[config.mk]
export PLATFORM = sky130hd
export DESIGN_NAME = uart_rx
export DESIGN_NICKNAME = d
export VERILOG_FILES = /design/src/rtl/uart_pkg.sv /design/src/rtl/uart_sync2.sv /design/src/rtl/uart_rx.sv
export SDC_FILE = /design/constraint.sdc
export NUM_CORES = 1
export LEC_CHECK = 0
export CORE_UTILIZATION = 55
export CTS_CLUSTER_DIAMETER = 40
export DETAILED_ROUTE_END_ITERATION = 10
export PLACE_DENSITY_LB_ADDON = 0.05
export SYNTH_ARGS = -nofsm -noshare
export SYNTH_HDL_FRONTEND = slang
export SYNTH_SLANG_ARGS = --single-unit
[constraint.sdc]
create_clock -name clk -period 3.05 [get_ports clk]
set_input_delay 0.61 -clock clk [delete_from_list [all_inputs] [get_ports clk]]
set_output_delay 0.61 -clock clk [all_outputs]
set_load 0.02 [all_outputs]
[src/rtl/uart_pkg.sv]
// Shared UART definitions: frame geometry, default bit timing and receiver state encoding.
// The transmitter imports the same package, so both ends agree on framing.
package uart_pkg;

   localparam int DATA_BITS            = 8;
   localparam int CLKS_PER_BIT_DEFAULT = 434;

   localparam logic [2:0] ST_IDLE      = 3'd0;
   localparam logic [2:0] ST_START     = 3'd1;
   localparam logic [2:0] ST_DATA      = 3'd2;
   localparam logic [2:0] ST_STOP      = 3'd3;
   localparam logic [2:0] ST_WAIT_IDLE = 3'd4;

   typedef enum logic [2:0] {
      RX_IDLE      = ST_IDLE,
      RX_START     = ST_START,
      RX_DATA      = ST_DATA,
      RX_STOP      = ST_STOP,
      RX_WAIT_IDLE = ST_WAIT_IDLE
   } rx_state_t;

endpackage

[src/rtl/uart_sync2.sv]
// Two-flop synchroniser for asynchronous inputs; the reset value is chosen per use so that an
// idle line does not look like activity coming out of reset.
module uart_sync2 #(
   parameter int   WIDTH     = 1,
   parameter logic RESET_VAL = 1'b1
) (
   input  logic             clk,
   input  logic             reset,
   input  logic [WIDTH-1:0] d,
   output logic [WIDTH-1:0] q
);

   genvar gi;
   generate
      for (gi = 0; gi < WIDTH; gi++) begin : g_bit
         logic meta_reg;
         logic sync_reg;

         always_ff @(posedge clk or posedge reset) begin
            if (reset) begin
               meta_reg <= RESET_VAL;
               sync_reg <= RESET_VAL;
            end else begin
               meta_reg <= d[gi];
               sync_reg <= meta_reg;
            end
         end

         assign q[gi] = sync_reg;
      end
   endgenerate

endmodule

[src/rtl/uart_rx.sv]
// 8N1 UART receiver: validates the start bit at mid-bit, samples data and stop bits at mid-bit,
// and strobes valid with the byte or frame_err on a bad stop bit.
module uart_rx
   import uart_pkg::*;
#(
   parameter int CLKS_PER_BIT = CLKS_PER_BIT_DEFAULT
) (
   input  logic                 clk,
   input  logic                 reset,
   input  logic                 rx,
   output logic [DATA_BITS-1:0] dataout,
   output logic                 valid,
   output logic                 frame_err,
   output logic                 busy
);

   localparam int CW    = $clog2(CLKS_PER_BIT);
   localparam int IW    = $clog2(DATA_BITS);
   localparam int HALF  = (CLKS_PER_BIT - 1) / 2;

   localparam logic [CW-1:0] CNT_HALF = CW'(HALF);
   localparam logic [CW-1:0] CNT_LAST = CW'(CLKS_PER_BIT - 1);
   localparam logic [IW-1:0] IDX_LAST = IW'(DATA_BITS - 1);

   logic rx_s;

   rx_state_t            state_reg,     state_next;
   logic [CW-1:0]        cnt_reg,       cnt_next;
   logic [IW-1:0]        bit_idx_reg,   bit_idx_next;
   logic [DATA_BITS-1:0] shift_reg,     shift_next;
   logic [DATA_BITS-1:0] dataout_reg,   dataout_next;
   logic                 valid_reg,     valid_next;
   logic                 frame_err_reg, frame_err_next;

   uart_sync2 #(
      .WIDTH     (1),
      .RESET_VAL (1'b1)
   ) u_sync (
      .clk   (clk),
      .reset (reset),
      .d     (rx),
      .q     (rx_s)
   );

   always_ff @(posedge clk or posedge reset) begin
      if (reset) begin
         state_reg     <= RX_IDLE;
         cnt_reg       <= '0;
         bit_idx_reg   <= '0;
         shift_reg     <= '0;
         dataout_reg   <= '0;
         valid_reg     <= 1'b0;
         frame_err_reg <= 1'b0;
      end else begin
         state_reg     <= state_next;
         cnt_reg       <= cnt_next;
         bit_idx_reg   <= bit_idx_next;
         shift_reg     <= shift_next;
         dataout_reg   <= dataout_next;
         valid_reg     <= valid_next;
         frame_err_reg <= frame_err_next;
      end
   end

   always_comb begin
      state_next     = state_reg;
      cnt_next       = cnt_reg;
      bit_idx_next   = bit_idx_reg;
      shift_next     = shift_reg;
      dataout_next   = dataout_reg;
      valid_next     = 1'b0;
      frame_err_next = 1'b0;

      case (state_reg)
         RX_IDLE: begin
            cnt_next = '0;
            if (!rx_s) begin
               state_next = RX_START;
            end
         end

         // A start bit that is high again at mid-bit was a glitch, not a frame.
         RX_START: begin
            if (cnt_reg == CNT_HALF) begin
               cnt_next     = '0;
               bit_idx_next = '0;
               state_next   = rx_s ? RX_IDLE : RX_DATA;
            end else begin
               cnt_next = cnt_reg + CW'(1);
            end
         end

         RX_DATA: begin
            if (cnt_reg == CNT_LAST) begin
               cnt_next     = '0;
               shift_next   = {rx_s, shift_reg[DATA_BITS-1:1]};
               bit_idx_next = bit_idx_reg + IW'(1);
               if (bit_idx_reg == IDX_LAST) begin
                  state_next = RX_STOP;
               end
            end else begin
               cnt_next = cnt_reg + CW'(1);
            end
         end

         RX_STOP: begin
            if (cnt_reg == CNT_LAST) begin
               cnt_next = '0;
               if (rx_s) begin
                  dataout_next = shift_reg;
                  valid_next   = 1'b1;
                  state_next   = RX_IDLE;
               end else begin
                  frame_err_next = 1'b1;
                  state_next     = RX_WAIT_IDLE;
               end
            end else begin
               cnt_next = cnt_reg + CW'(1);
            end
         end

         // A break (line held low) must not be mistaken for a stream of start bits.
         RX_WAIT_IDLE: begin
            cnt_next = '0;
            if (rx_s) begin
               state_next = RX_IDLE;
            end
         end

         default: begin
            state_next = RX_IDLE;
            cnt_next   = '0;
         end
      endcase
   end

   assign dataout   = dataout_reg;
   assign valid     = valid_reg;
   assign frame_err = frame_err_reg;
   assign busy      = (state_reg != RX_IDLE);

endmodule

# ---- Word-level counts from Yosys, hierarchy flattened
# Index checks and enable logic that the tools add are counted.
dict set report word_totals {
  latchBits 0
  output_inout_bits 11
  memories 0
  ramBits 0
  ff_bits 35
  rom_bits 0
}
dict set report op_classes {
  add_sub_neg 2
  reduce_logical 8
  shift 0
  n_bitwise 0
  order_cmp 0
  mul 0
  n_div 0
  n_mux 21
  n_eq_ne 13
}
# op count
set ops {}
lappend ops {{$mux W3} 9}
lappend ops {{$mux W9} 2}
lappend ops {{$pmux W9 S2} 1}
lappend ops {{$pmux W3 S5} 1}
lappend ops {{$ne A2 B2 Y1 const B} 5}
lappend ops {{$add A9 B1 Y9 const B} 1}
lappend ops {{$eq A9 B8 Y1 const B} 1}
lappend ops {{$eq A9 B9 Y1 const B} 1}
lappend ops {{$eq A3 B2 Y1 const B} 2}
lappend ops {{$eq A3 B3 Y1 const B} 2}
lappend ops {{$mux W1} 6}
lappend ops {{$pmux W3 S2} 1}
lappend ops {{$reduce_and A3 Y1} 2}
lappend ops {{$reduce_and A6 Y1} 1}
lappend ops {{$add A3 B1 Y3 const B} 1}
lappend ops {{$eq A3 B1 Y1 const B} 1}
lappend ops {{$logic_not A3 Y1} 1}
lappend ops {{$reduce_bool A3 Y1} 1}
lappend ops {{$mux W2} 1}
lappend ops {{$ne A2 B1 Y1 const B} 1}
lappend ops {{$reduce_and A2 Y1} 1}
lappend ops {{$reduce_bool A2 Y1} 1}
lappend ops {{$reduce_or A2 Y1} 1}

# ---- Depth between registers and ports, before layout
# Gate-level depths: netlist (run 1).
dict set report depth {
  word_depth 4
  mapped_depth 7
  ltp_nobuf 6
}

# ---- Cells and area by module
# A second synthesis (run 1) with hierarchy kept.
dict set report hier_totals {
  cells_unflattened 133
  area_unflattened_um2 1670.4
}
# module instances area_each_um2 cells_each
set modules_own_cells {}
lappend modules_own_cells {uart_rx 1 1614.0 130}
lappend modules_own_cells {uart_sync2 1 56.3 3}

# ---- Worst setup path before layout (run 1)
# No wires, ideal clock.
dict set report synth_path {
  path_kind {register to register}
  startpoint {register cnt_reg[0]}
  endpoint {register state_reg[0]}
  period_less_slack_ns 1.843
  arrival_time_ns 1.718
  n_path_buf 0
  path_stages_with_launch 7
  setup_time_ns 0.125
  setup_slack_ns 1.207
  cell_sequence {dfrtp_1 > inv_1 > ha_1 > nor4bb_1 > nand4b_1 > a22oi_2 > mux2_2}
}
dict set report synth_via {
  elab_chain_len 3
  word_cells_on_any_way 6
  classes_between {5 x eq/ne; 1 x reduce/logical}
}
# item line_no
set synth_rtl {}
lappend synth_rtl {{start: declaration} uart_rx.sv:28} ;# logic [CW-1:0] cnt_reg, cnt_next;
lappend synth_rtl {{start signal: assignment} uart_rx.sv:56} ;# cnt_reg <= cnt_next;
lappend synth_rtl {{$eq A9 B9 Y1 or $eq A9 B8 Y1 (tied branches)} {uart_rx.sv:94, uart_rx.sv:107, uart_rx.sv:84}}
lappend synth_rtl {{$ne A2 B2 Y1 (no source line)} --}
lappend synth_rtl {{$reduce_and A6 Y1 (no source line) (*)} --}
lappend synth_rtl {{end signal: assignment} uart_rx.sv:55} ;# state_reg <= state_next;
lappend synth_rtl {{end: declaration} uart_rx.sv:27} ;# rx_state_t state_reg, state_next;
# Mark *: on every way between the ends. The rest lies on a longest branch, timed or not.
# A chain may end at the register's enable or synchronous reset.

# ---- Worst setup path in the final report (run 1)
dict set report layout_path {
  startpoint {register state_reg[0]}
  endpoint {output port busy}
}
dict set report layout_via {
  elab_chain_len 1
}
# item line_no
set layout_rtl {}
lappend layout_rtl {{$reduce_bool A3 Y1} uart_rx.sv:140} ;# assign busy = (state_reg != RX_IDLE);
lappend layout_rtl {{end: declaration} uart_rx.sv:14} ;# output logic busy
# No other way between the ends.

==> results.cfg, run 1 <==
[placement]
place.detailed.hpwl_um = 1630
port_buffers = 13
place_congestion = 0.776
dpl_worst_slack_ns = 0.985

[clock_network]
clkTransAtPathRegs_ns = 0.10
ctsLongestPathBuffers = 2
clock_sinks = 35
cts-htree-levels = 2
cts_tree = built
post-cts-setup-buffers = 0
postCtsResizedCells = 0
cts.hold.buffers_added = 0
cts_made_buffers = 5
cts-root-buf = clkbuf_4
clk_latency_ns = 0.34

[synthesis]
post_synth_num_cell_types = 34
ys_warn_count = 0
synth_ff_type = dfrtp_1
synth-edff-count = 0
synthesis.nets = 134
synthCells = 126
postSynthAreaPerCell_um2 = 12.5
synth-seq-area-share = 0.556
ys_seq_elements = 35
async_flop_share = 1.00
syn_area_mm2 = 0.00158

[die]
dieHeight_um = 55.6
die_w_um = 55.6
pin_count = 14
core_mm2 = 0.00273
start_util = 0.578
rows = 19
dieArea_mm2 = 0.00309

[route]
drtIter0Drc = 14
drt_wl_total_um = 2400
post_drt_via_cell_ratio = 5.39
drtAntennaViolNets = 0
drc = 0
drtPass1Iterations = 3
post_drt_wl_per_cell_um = 13.7
via_count = 943

[global_routing]
grt_pass1_vias = 910
antenna_found_initial = 0
grt_max_degree = 36
grt_pass1_wl_um = 4350
grt_overflow_total = 0
track_usage = 0.184

[final_layout]
layout_commonest_cell = dfrtp_1
drive_gt1_frac = 0.201
fillers = 205
largest_reg_flops = 9
num-nets-final = 151
final_util = 0.652
area_growth_pct = 12.9
final_cell_mix = dfrtp_1, clkdlybuf4s50_1, nor2_1, mux2_2, mux2_4
diodes = 0

[worst_setup_path]
cp_top_family = buffers and inverters
max_stage_delay_ns = 0.54
critPathCaptureType = output port
critPathLaunchType = flip-flop
crit_fanout = 10
required_ns = 2.44
crit_chain = or3_1 > clkdlybuf4s50_1
crit_buf_inv = 1
crit_arrival_ns = 1.75
crit_type = reg2out
crit_slowest_cell = clkdlybuf4s50_1

[sta]
rsz0062_at_grt = false
finalClockSkew_ns = 0.0132
finalCriticalPeriod_ns = 2.36
tns_ns = 0
finalHoldViolCount = 0
setup_ws_ns = 0.687
setup-violations-final = 0
slew_viol_final = 0
worst_pin_slew_ns = 0.495
max_freq_mhz = 423
maxSlewHeadroom = 0.670
fin_crit_sh = 0.775

[outcome]
status = completed

[power]
power.total_uw = 720
power_density_mw_per_mm2 = 404
leakage_uw = 0.000856
vdd_drop_max_mv = 0.382

[hold_path]
hold_path.class = reg2reg

[flow_run]
max_cap_violations = 0
cell type report:
class | count | area (µm²) | area share
Sequential cell | 35 | 878 | 0.493
Multi-Input combinational cell | 80 | 648 | 0.364
Timing Repair Buffer | 14 | 138 | 0.0772
Clock buffer | 6 | 41.3 | 0.0232
Tap cell | 31 | 38.8 | 0.0218
Inverter | 7 | 26.3 | 0.0147
Clock inverter | 2 | 12.5 | 0.00702
cells in the mapped netlist (all sizes together), types with 2 or more instances:
master / n / area share
a21oi: 2 / 0.0063
buf: 4 / 0.017
dfrtp: 33 / 0.52
dfstp: 2 / 0.033
ha: 5 / 0.040
inv: 7 / 0.017
mux2: 16 / 0.13
mux2i: 3 / 0.019
nand2: 7 / 0.017
nand3: 4 / 0.016
nand4: 3 / 0.012
nor2: 12 / 0.029
nor3: 3 / 0.0095
nor3b: 2 / 0.0095
o21ai: 2 / 0.0063
or3: 2 / 0.0079
xnor2: 2 / 0.011
xor2: 5 / 0.028
cell families after synthesis:
family,after synthesis,share of synthesized area
compound gates,6,0.0261
xor+xnor,7,0.0388
fa+ha+maj,5,0.0396
buf+inv,11,0.0333
flops,35,0.556
mux,19,0.152
simple gates,43,0.154
final timing paths:
| kind | cells after the start | slack [ns] | to | start |
|---|---|---|---|---|
| hold reg to reg | 0 | 0.36 | u_sync.q | u_sync.g_bit[0].meta_reg |
| setup / recovery | 2 | 0.69 | busy | state_reg[0] |
| hold / removal | 0 | 0.36 | u_sync.q | u_sync.g_bit[0].meta_reg |
| max in group asynchronous | 3 | 2.05 | u_sync.q | reset |
| setup reg to reg | 6 | 0.98 | dataout[5] | cnt_reg[1] |
| min in group asynchronous | 3 | 0.66 | dataout[7] | reset |
power breakdown:
group | switching (µW) | leakage (µW) | internal [µW]
Sequential | 1.35 | 0.000467 | 466
Combinational | 9.59 | 0.000360 | 3.69
Clock | 151 | 0.0000282 | 88.9
through the flow:
step | hold WS [ns] | instance area [µm²] | std cells
floorplan | 0.345 | 1580 | 126
global placement | 0.348 | 1730 | 167
detailed placement | 0.349 | 1730 | 167
CTS | 0.356 | 1780 | 175
global route | 0.368 | 1780 | 175
finish | 0.360 | 1780 | 175
layer usage:
metal,vias up,GRT usage,wire [µm]
li1,466,-,-
met4,0,0.0643,40
met1,458,0.250,1160
met3,6,0.0628,88
met2,13,0.277,1120
met5,-,0,0
No activity file was read; power rests on OpenSTA's default activity.
==> run 2, diff against run 1 <==
--- a/config.mk
+++ b/config.mk
@@ -5,7 +5,7 @@
 export SDC_FILE = /design/constraint.sdc
 export NUM_CORES = 1
 export LEC_CHECK = 0
-export CORE_UTILIZATION = 55
+export CORE_UTILIZATION = 50
 export CTS_CLUSTER_DIAMETER = 40
 export DETAILED_ROUTE_END_ITERATION = 10
 export PLACE_DENSITY_LB_ADDON = 0.05
==> constraint.sdc (replaced) <==
create_clock -name clk -period 1.9 [get_ports clk]
set_input_delay 0.38 -clock clk [delete_from_list [all_inputs] [get_ports clk]]
set_output_delay 0.38 -clock clk [all_outputs]
set_load 0.02 [all_outputs]
==> run 2 against run 1 <==
- global-route usage is 0.61 points lower
- total power is 59% higher
- worst hold slack improved by 0.0017 ns
- die area up 9.6%
- critical path type unchanged
- via count rose by 5.9%
- design area rose by 7.6%
- core utilization decreased by 1.9 points
==> results.cfg, run 2 (synthesized netlist as in run 1, its figures left out) <==
[route]
drtAntennaViolNets = 0
post_drt_wl_per_cell_um = 12.7
post_drt_via_cell_ratio = 4.97
drt_wl_total_um = 2550
via_count = 999
drtIter0Drc = 13
drtPass1Iterations = 4
drc = 0

[sta]
hold-worst-slack_ns = 0.362
finalClockSkew_ns = 0.00213
setup-violations-final = 0
worst_pin_slew_ns = 0.426
finalHoldViolCount = 0
slew_viol_final = 0
max_freq_mhz = 552
fin_crit_sh = 0.954
maxSlewHeadroom = 0.716
finalCriticalPeriod_ns = 1.81
rsz0062_at_grt = false

[clock_network]
ctsLongestPathBuffers = 2
cts_made_buffers = 5
cts_tree = built
cts-htree-levels = 2
clock_sinks = 35
cts.hold.buffers_added = 0
clkTransAtPathRegs_ns = 0.09
clk_latency_ns = 0.33
cts-root-buf = clkbuf_4

[global_routing]
grt_busiest_layer = met2
met2_usage = 0.291
grt_max_degree = 36
antenna_found_initial = 0
grt_pass1_wl_um = 4440
grt_pass1_vias = 992
track_usage = 0.178
met1_usage = 0.213
grt_overflow_total = 0
grtUsageMet3 = 0.0670

[final_layout]
num-nets-final = 164
diodes = 0
fillers = 245
drive_gt1_frac = 0.293
finalNonFillerCells = 201
largest_reg_flops = 9
final_cell_mix = dfrtp_1, buf_4, nor2_1, clkdlybuf4s50_1
layout_commonest_cell = dfrtp_1
area_growth_pct = 21.5

[die]
pin_count = 14
core_mm2 = 0.00303
dieArea_mm2 = 0.00339
rows = 20
dieHeight_um = 58.2
die_w_um = 58.2
start_util = 0.521

[power]
power_density_mw_per_mm2 = 596
vdd_drop_max_mv = 0.404
leakage_uw = 0.000921

[placement]
port_buffers = 13
place_congestion = 0.786
place.detailed.hpwl_um = 1810
placedCellCount = 190

[worst_setup_path]
critPathLaunchType = flip-flop
crit_fanout = 5
crit_type = reg2out
critPathCaptureType = output port
crit_arrival_ns = 1.43
required_ns = 1.52

[outcome]
status = completed

[flow_run]
max_cap_violations = 0

[hold_path]
hold_path.class = reg2reg
## run 2: path summary, 6_finish.rpt
check	from	to	slack, ns	depth (start not counted)
setup reg to reg	cnt_reg[1]	dataout[1]	0.11	6
min in group asynchronous	reset	bit_idx_reg[2]	0.44	3
hold / removal	u_sync.g_bit[0].meta_reg	u_sync.q	0.36	0
hold reg to reg	u_sync.g_bit[0].meta_reg	u_sync.q	0.36	0
setup / recovery	state_reg[1]	busy	0.09	2
max in group asynchronous	reset	u_sync.g_bit[0].meta_reg	1.13	3
## run 2: layer usage
layer / vias to the layer above / share of wire
met3: 5 / 0.034
met2: 15 / 0.46
met5: - / 0
li1: 497 / -
met4: 0 / 0.015
met1: 482 / 0.49
## run 2: cell type report
class / instances / area (µm²) / area share
well taps: 44 / 55.1 / 0.0287
clock buffers: 7 / 45.0 / 0.0235
repair buffers: 27 / 234 / 0.122
flip-flops and latches: 35 / 881 / 0.459
inverters: 7 / 26.3 / 0.0137
clock inverters: 1 / 5.00 / 0.00261
multi-input cells: 80 / 672 / 0.350
## run 2: metrics by stage
| step | util | setup slack (ns) | TNS [ns] | power [µW] | area (µm²) |
|---|---|---|---|---|---|
| final | 0.633 | 0.0880 | 0 | 1140 | 1920 |
| after CTS | 0.619 | 0.00405 | 0 | 1170 | 1870 |
| after global routing | 0.633 | 0.0133 | 0 | 1200 | 1920 |
| after detailed placement | 0.601 | -0.0342 | -0.230 | 787 | 1820 |
| after global placement | 0.601 | 0.0115 | 0 | 787 | 1820 |
| after floorplan | - | 0.0573 | 0 | 777 | 1580 |
## run 2: what timing repair did
action                     in CTS  in global routing
resized for setup               2                  5
pin swaps                       0                  4
cloned                          0                  0
hold endpoints to repair        0                  0
buffers inserted                0                  3
setup endpoints to repair       9                  4
## run 2: where the power goes
part           leakage (µW)  switching (µW)  internal (µW)  total (µW)
clock network     0.0000293             227            144         371
registers          0.000464            2.05            748         750
logic              0.000428            15.3           5.93        21.3
total              0.000921             244            898        1140
## run 2: worst max-delay path, stage by stage, from the launching register on
cell and delay, ns:
dfrtp_2 0.44, or3_1 0.34, dlygate4sd2_1 0.32
